--- config.mk ---
export PLATFORM = sky130hd
export DESIGN_NAME = mat_serializer
export DESIGN_NICKNAME = d
export VERILOG_FILES = /design/src/rtl/mat_pkg.sv /design/src/rtl/mat_serializer.sv
export SDC_FILE = /design/constraint.sdc
export NUM_CORES = 1
export LEC_CHECK = 0
export CORE_MARGIN = 2
export CORE_UTILIZATION = 40
export CTS_CLUSTER_SIZE = 16
export DETAILED_ROUTE_END_ITERATION = 10
export PLACE_DENSITY = 0.64
export SLEW_MARGIN = 10
export SYNTH_ARGS = -nofsm -noshare
export SYNTH_HDL_FRONTEND = slang
export SYNTH_SLANG_ARGS = --single-unit
export TNS_END_PERCENT = 20
--- constraint.sdc ---
create_clock -name clk -period 2.7 [get_ports clk]
set_input_delay 0.54 -clock clk [delete_from_list [all_inputs] [get_ports clk]]
set_output_delay 0.54 -clock clk [all_outputs]
set_load 0.01 [all_outputs]
--- src/rtl/mat_pkg.sv ---
// mat_pkg: matrix-bus definitions (element/matrix types, packing helper, serializer states)
package mat_pkg;
    localparam int ELEM_W = 16;
    localparam int DIM    = 4;
    localparam int MAT_W  = ELEM_W * DIM * DIM;
    typedef logic signed [ELEM_W-1:0] elem_t;
    typedef logic [MAT_W-1:0] mat_t;
    typedef enum logic {IDLE, STREAM} state_t;
    // element (r,c) sits at row-major slot DIM*r+c, slot 0 in the MSBs
    function automatic elem_t elem_at(input mat_t m, input logic [1:0] r, input logic [1:0] c);
        int idx;
        idx = DIM * int'(r) + int'(c);
        return elem_t'(m[MAT_W-1-ELEM_W*idx -: ELEM_W]);
    endfunction
endpackage

--- src/rtl/mat_serializer.sv ---
// mat_serializer: accepts a packed 4x4 matrix and streams its elements one per cycle
// ports: clk, rst (sync, active high); in_valid/in_ready/in_mat/in_trans matrix input;
//        out_valid/out_ready/out_data/out_row/out_col/out_last element output; busy = STREAM
module mat_serializer
    import mat_pkg::*;
(
    input  logic              clk,
    input  logic              rst,
    input  logic              in_valid,
    output logic              in_ready,
    input  logic [MAT_W-1:0]  in_mat,
    input  logic              in_trans,
    output logic              out_valid,
    input  logic              out_ready,
    output logic [ELEM_W-1:0] out_data,
    output logic [1:0]        out_row,
    output logic [1:0]        out_col,
    output logic              out_last,
    output logic              busy
);
    state_t     state;
    mat_t       mat_q;
    logic       trans_q;
    logic [3:0] k;
    logic [3:0] kn;
    logic       take;
    logic       adv;
    elem_t      nxt;
    assign kn       = k + 4'd1;
    // in STREAM a new matrix is only taken in the cycle the last element leaves
    assign in_ready = !rst && (state == IDLE || (out_ready && out_last));
    assign take     = in_valid && in_ready;
    assign adv      = out_valid && out_ready;
    assign busy     = state == STREAM;
    // transposed read swaps the stored row/column roles
    assign nxt      = trans_q ? elem_at(mat_q, kn[1:0], kn[3:2]) : elem_at(mat_q, kn[3:2], kn[1:0]);
    always_ff @(posedge clk) begin
        if (rst) begin
            state     <= IDLE;
            mat_q     <= '0;
            trans_q   <= 1'b0;
            k         <= '0;
            out_valid <= 1'b0;
            out_data  <= '0;
            out_row   <= '0;
            out_col   <= '0;
            out_last  <= 1'b0;
        end else if (take) begin
            // element (0,0) is the same for both orders
            state     <= STREAM;
            mat_q     <= in_mat;
            trans_q   <= in_trans;
            k         <= '0;
            out_valid <= 1'b1;
            out_data  <= elem_at(in_mat, 2'd0, 2'd0);
            out_row   <= '0;
            out_col   <= '0;
            out_last  <= 1'b0;
        end else if (adv) begin
            if (out_last) begin
                state     <= IDLE;
                out_valid <= 1'b0;
                out_last  <= 1'b0;
                k         <= '0;
            end else begin
                k        <= kn;
                out_data <= nxt;
                out_row  <= kn[3:2];
                out_col  <= kn[1:0];
                out_last <= kn == 4'hF;
            end
        end
    end
endmodule

; Word level (Yosys, flattened, before mapping)
; Index checks and enable logic that the tools add are counted.
[classes]
n_addsub = 5
shifts = 2
n_mux = 9
reduce_logical = 12
n_bitwise = 2
n_eq_ne = 2
[ops]
columns = cell, count
row1 = $shiftx A271 B10 Y16, 2
row2 = $mux W16, 4
row3 = $sub A8 B9 Y10 const A, 2
row4 = $add A4 B2 Y5, 2
row5 = $reduce_and A2 Y1, 3
row6 = $add A4 B1 Y4 const B, 1
row7 = $eq A4 B4 Y1 const B, 1
row8 = $logic_and A1 B1 Y1, 4
row9 = $mux W1, 4
row10 = $mux W4, 1
row11 = $reduce_bool A2 Y1, 2
row12 = $ne A2 B1 Y1 const B, 1
row13 = $not A1 Y1, 2
row14 = $reduce_or A2 Y1, 1
row15 = $logic_not A1 Y1, 1
row16 = $logic_or A1 B1 Y1, 1
[totals]
inputBits = 261
register_bits = 283
word_cells = 40
out_inout_bits = 24

; Longest topological paths before layout
[logic_depth]
depth_word = 8
ltp_mapped = 11
depth_no_buf = 7

; Worst setup path after synthesis
; No wires, ideal clock.
[synth_timing]
path_kind = register to register
from = register k[0]
to = register out_data[5]
n_path_buf = 4
path_stages_with_launch = 12
slack_ps = 91
t_required_ps = 2552
t_arrival_ps = 2461
setup_ps = 148
synth_period_minus_slack_ps = 2609
path_cell_list = dfxtp_1 -> clkbuf_1 -> clkbuf_1 -> inv_1 -> ha_1 -> nor2b_1 -> clkbuf_1 -> buf_1 -> o221ai_1 -> a21o_1 -> o211ai_1 -> a2111oi_2
[synth_between]
elab_chain_len = 8
elab_cells_between_ends = 11
cone_classes = 5 x add/sub / 2 x shift / 4 x mux
[synth_rtl]
columns = element, line
row1 = start: declaration, mat_serializer.sv:24  ; logic [3:0] k;
row2 = start signal: assignment, mat_serializer.sv:66  ; k <= kn;
row3 = $add A4 B1 Y4 (*), mat_serializer.sv:29  ; assign kn = k + 4'd1;
row4 = named net kn[0], mat_serializer.sv:25  ; logic [3:0] kn;
row5 = $add A4 B2 Y5, mat_pkg.sv:12  ; idx = DIM * int'(r) + int'(c);
row6 = $sub A8 B9 Y10, mat_pkg.sv:13  ; return elem_t'(m[MAT_W-1-ELEM_W*idx -: ELEM_W]);
row7 = $shiftx A271 B10 Y16, mat_pkg.sv:13
row8 = $mux W16 (*), mat_serializer.sv:36  ; assign nxt = trans_q ? elem_at(mat_q, kn[1:0], kn[3:2]) : elem_at(mat_q, kn[3:2], kn[1:0]);
row9 = $mux W16 (*), mat_serializer.sv:60  ; if (out_last) begin
row10 = $mux W16 (*), mat_serializer.sv:59  ; end else if (adv) begin
row11 = $mux W16 (*), mat_serializer.sv:48  ; end else if (take) begin
row12 = end signal: assignment, mat_serializer.sv:55  ; out_data <= elem_at(in_mat, 2'd0, 2'd0);
row13 = end signal: assignment, mat_serializer.sv:67  ; out_data <= nxt;
row14 = end: declaration, mat_serializer.sv:15  ; output logic [ELEM_W-1:0] out_data,
; Mark *: on every way through the listed nets, which the timed path passes. The rest lies on a longest branch. The select of a mux whose other input is x is not followed.
; A chain may end at the register's enable or synchronous reset.

; Final worst setup path
[layout_timing]
from = register trans_q
to = register out_data[15]
[layout_between]
elab_chain_len = 4
[layout_rtl]
columns = element, line
row1 = start: declaration, mat_serializer.sv:23  ; logic trans_q;
row2 = start signal: assignment, mat_serializer.sv:52  ; trans_q <= in_trans;
row3 = $mux W16, mat_serializer.sv:36
row4 = $mux W16, mat_serializer.sv:60
row5 = $mux W16, mat_serializer.sv:59
row6 = $mux W16, mat_serializer.sv:48
; No other way between the ends. The select of a mux whose other input is x is not followed.

==> impl_summary.txt <==
----------------------------------------------------
[Status]
  Status ... finished clean

[Setup path]
  Nature of the critical path startpoint ... flop
  Reg2reg setup slack ... 0.16 ns
  Cell depth of the worst flop-to-flop path ... 7
  Arrival time worst endpoint ... 2.95 ns
  Critical Path, Cell by Cell ... nor2b_1 > mux2_2 > buf_4 > nor4_1 > o211ai_1 > o211ai_1 > a2111oi_2
  Peak per-stage delay on the critical path ... 0.48 ns
  Kind of critical path ... flop to flop
  Critical Path RT ... 3.11 ns
  CP max stage cell ... sky130_fd_sc_hd__dfxtp_4
  Setup crit end kind ... flop
  Crit path max fanout ... 32
  Dominant cell type by count on the critical path ... sky130_fd_sc_hd__o211ai_1

[Placement]
  Number of buffers inserted by port buffering ... 284
  Routability congestion estimate ... 0.901
  HPWL after DPL ... 36.5 mm

[Final layout]
  Net count reported at finish ... 2244
  Final core area utilization ... 53.2%
  Area grow syn2layout ... 31.5%
  Share of post-route cells with drive strength above 1 ... 6.84%

[Clocking]
  Deepest level of the CTS H-tree ... 2
  TritonCTS Buffers ... 34
  Clock Pin Slew Worst Setup and Hold Paths ... 0.06 ns
  Clock insertion delay at the later pin of the skew report ... 0.52 ns
  Total number of clock tree sinks ... 283
  Buffers from clock root to sink, at most ... 3
  TritonCTS clock tree ... yes
  Cell at the root of the clock tree ... sky130_fd_sc_hd__clkbuf_16
  Post-CTS Setup Repair Bufs ... 0

[GRT]
  Combined global-route utilization of all metal layers ... 27.3%
  Number of global-route vias before repair ... 13526
  Sum of overflow across all layers after global routing ... 0
  Number of antenna violations at the first check in global routing ... 5
  Maximum number of pins on one net before global-route repair ... 170
  Wire length of the first global-routing pass ... 78.6 mm

[Yosys]
  Yosys cell types ... 43
  Number of enable-type register cells in the synthesized netlist ... 0
  Count of mapped cells out of synthesis ... 1800
  Yosys Warn Count ... 0
  Count of state elements after synthesis ... 283
  Most used flip-flop cell after synthesis ... sky130_fd_sc_hd__dfxtp_1
  Average cell area after synthesis ... 7.95 um2
  Sequential-to-total area share from yosys stat ... 39.6%
  Top cell type's share of synthesized area ... 39.6%
  Post-synthesis instance area ... 14300 um2
  FFs w/ async S/R, synth ... 0%
  Cell taking the most area after synthesis ... sky130_fd_sc_hd__dfxtp_1
  Area contributors post-synth ... sky130_fd_sc_hd__dfxtp_1 (40%), sky130_fd_sc_hd__nand2_1 (13%), sky130_fd_sc_hd__nand3b_1 (10%)
  Post-Syn Nets ... 2063

[Detailed routing]
  Final antenna-violating net count ... 0
  Average wire length per cell after detail routing ... 21.2 um
  Total number of vias ... 14106
  Starting DRC count in detailed routing ... 1542
  Length of the first detailed-routing pass in iterations ... 5
  Drt total wl ... 52.2 mm
  DRC ... 0
  Avg Vias per Cell ... 5.72

[Timing]
  Pins Over Slew Limit ... 0
  Worst Tran Pin Value ... 0.858 ns
  Total of endpoints with negative setup slack in the final report ... 0
  RSZ-0062 raised after global routing ... false
  Max-slew headroom at the worst pin ... 42.8%
  Sum of negative setup slack ... 0 ns
  Ratio of final minimum period to clock period ... 94.2%
  Min Tclk post-route ... 2.54 ns
  Number of endpoints with negative hold slack in the final report ... 0
  Maximum clock rate ... 0.393 GHz
  Final clock skew ... 0.0145 ns

[Floorplan]
  Number of standard-cell rows in the floorplan ... 69
  Placeable core region ... 35400 um2
  Die Ht ... 193 um
  Number of ports placed on the die boundary ... 285
  Initial Util ... 40.4%
  Die X-Extent ... 193 um
  Total die area ... 37300 um2

[Pwr]
  Static power due to leakage ... 7.40 nW
  Max IR drop VDD ... 0.346 mV
  Power density over the cells ... 603 nW/um2

[Job]
  Total of max-cap violations ... 0

[Min path]
  Class of the tightest hold or removal check ... flop to flop
  Hold Crit Depth ... 2

----------------------------------------------------
-- cells in the final DEF, fill, tap and decap left out, types with 32 or more instances in the layout --
master / netlist / final
sky130_fd_sc_hd__nand2_1: 486 / 485
sky130_fd_sc_hd__clkdlybuf4s50_1: 0 / 283
sky130_fd_sc_hd__dfxtp_1: 283 / 281
sky130_fd_sc_hd__nand3b_1: 192 / 192
sky130_fd_sc_hd__o211ai_1: 113 / 113
sky130_fd_sc_hd__inv_1: 67 / 67
sky130_fd_sc_hd__o31ai_1: 65 / 65
sky130_fd_sc_hd__a211oi_1: 48 / 48
sky130_fd_sc_hd__mux2i_1: 49 / 46
sky130_fd_sc_hd__clkbuf_16: 0 / 38
sky130_fd_sc_hd__nor2_1: 33 / 32
sky130_fd_sc_hd__o2bb2ai_1: 32 / 32
sky130_fd_sc_hd__and3_1: 32 / 32
sky130_fd_sc_hd__a31oi_1: 32 / 32
-- cell families after synthesis --
kind of cell | count (synthesis) | synth area share, %
flops | 283 | 39.6
buf+inv | 254 | 7.05
compound gates | 421 | 22.4
mux | 50 | 3.51
simple gates | 787 | 27.0
xor+xnor | 3 | 0.236
fa+ha+maj | 2 | 0.175
-- what timing repair did --
item                       in CTS  in global routing
setup endpoints to repair       0                  6
hold buffers                    0                  0
resized for setup               0                  4
-- path summary, 6_finish.rpt --
kind / start / to
setup / recovery: trans_q$_SDFFE_PP0P_ / out_data[15]$_SDFFE_PP0P_
hold / removal: mat_q[156]$_SDFFE_PP0P_ / mat_q[156]$_SDFFE_PP0P_
setup reg to reg: trans_q$_SDFFE_PP0P_ / out_data[15]$_SDFFE_PP0P_
hold reg to reg: mat_q[156]$_SDFFE_PP0P_ / mat_q[156]$_SDFFE_PP0P_
-- Yosys cell counts (4+ instances only) --
| cell type | count |
|---|---|
| sky130_fd_sc_hd__dfxtp_1 | 283 |
| sky130_fd_sc_hd__a2111oi_2 | 16 |
| sky130_fd_sc_hd__mux2i_1 | 49 |
| sky130_fd_sc_hd__clkbuf_1 | 154 |
| sky130_fd_sc_hd__a31oi_1 | 32 |
| sky130_fd_sc_hd__nor2b_1 | 4 |
| sky130_fd_sc_hd__o2bb2ai_1 | 32 |
| sky130_fd_sc_hd__a21oi_1 | 27 |
| sky130_fd_sc_hd__a211oi_1 | 48 |
| sky130_fd_sc_hd__and3_1 | 32 |
| sky130_fd_sc_hd__buf_1 | 6 |
| sky130_fd_sc_hd__nand4_1 | 16 |
| sky130_fd_sc_hd__o31ai_1 | 65 |
| sky130_fd_sc_hd__o21ai_0 | 17 |
| sky130_fd_sc_hd__a21o_1 | 17 |
| sky130_fd_sc_hd__buf_2 | 18 |
| sky130_fd_sc_hd__nand3b_1 | 192 |
| sky130_fd_sc_hd__o21a_1 | 17 |
| sky130_fd_sc_hd__nand2_1 | 486 |
| sky130_fd_sc_hd__nor2_1 | 33 |
| sky130_fd_sc_hd__o211ai_1 | 113 |
| sky130_fd_sc_hd__o221ai_1 | 16 |
| sky130_fd_sc_hd__inv_1 | 67 |
| sky130_fd_sc_hd__o2111ai_1 | 16 |
| sky130_fd_sc_hd__buf_4 | 7 |
| sky130_fd_sc_hd__nor4_1 | 16 |
-- layout make-up --
type | count | area (um2)
flip-flops and latches | 283 | 5670
repair buffers | 331 | 3460
diodes | 1 | 2.50
inverters | 68 | 255
well taps | 461 | 577
multi-input cells | 1263 | 7720
clock inverters | 7 | 66.3
fillers | 3346 | 16600
clock buffers | 52 | 1070
-- metrics by stage --
stage	area, um2	hold slack [ns]	std cells	worst slack (ns)	total power [mW]
floorplan	14300	0.447	1800	0.0911	5.78
global placement	17600	0.459	2405	0.144	6.72
global route	18800	0.484	2465	0.0294	11.8
finish	18800	0.475	2466	0.158	11.3
detailed placement	17600	0.462	2405	0.0711	6.74
CTS	18800	0.474	2464	0.106	11.3
-- power by group --
part	internal, mW	switching (mW)
sequential	4.47	0.192
clock	2.83	1.81
combinational	0.957	1.09
total	8.26	3.09
-- worst max-delay path, delay by kind of cell (launching register included) --
family | cells | cell delay (ns)
muxes | 1 | 0.25
AOI/OAI and AO/OA | 3 | 0.88
DFF | 1 | 0.48
buffers and inverters | 1 | 0.36
and+or+nand+nor | 2 | 0.44
-- sequential cells by signal, summed over array words and instances (netlist names) --
name,cells
mat_q,256
out_data,16
k,4
out_col,2
out_row,2
busy,1
out_last,1
trans_q,1
-- metal layers --
layer | wire length, um | track usage (%) | part of all wire, % | vias up
met3 | 5970 | 9.12 | 11 | 97
met4 | 1580 | 8.13 | 3.0 | 10
met1 | 22700 | 37.9 | 43 | 6609
li1 | - | - | - | 6747
met2 | 21900 | 40.0 | 42 | 643
met5 | 64 | 0 | 0.12 | -
Note: power is estimated with default switching activity, not from simulation.
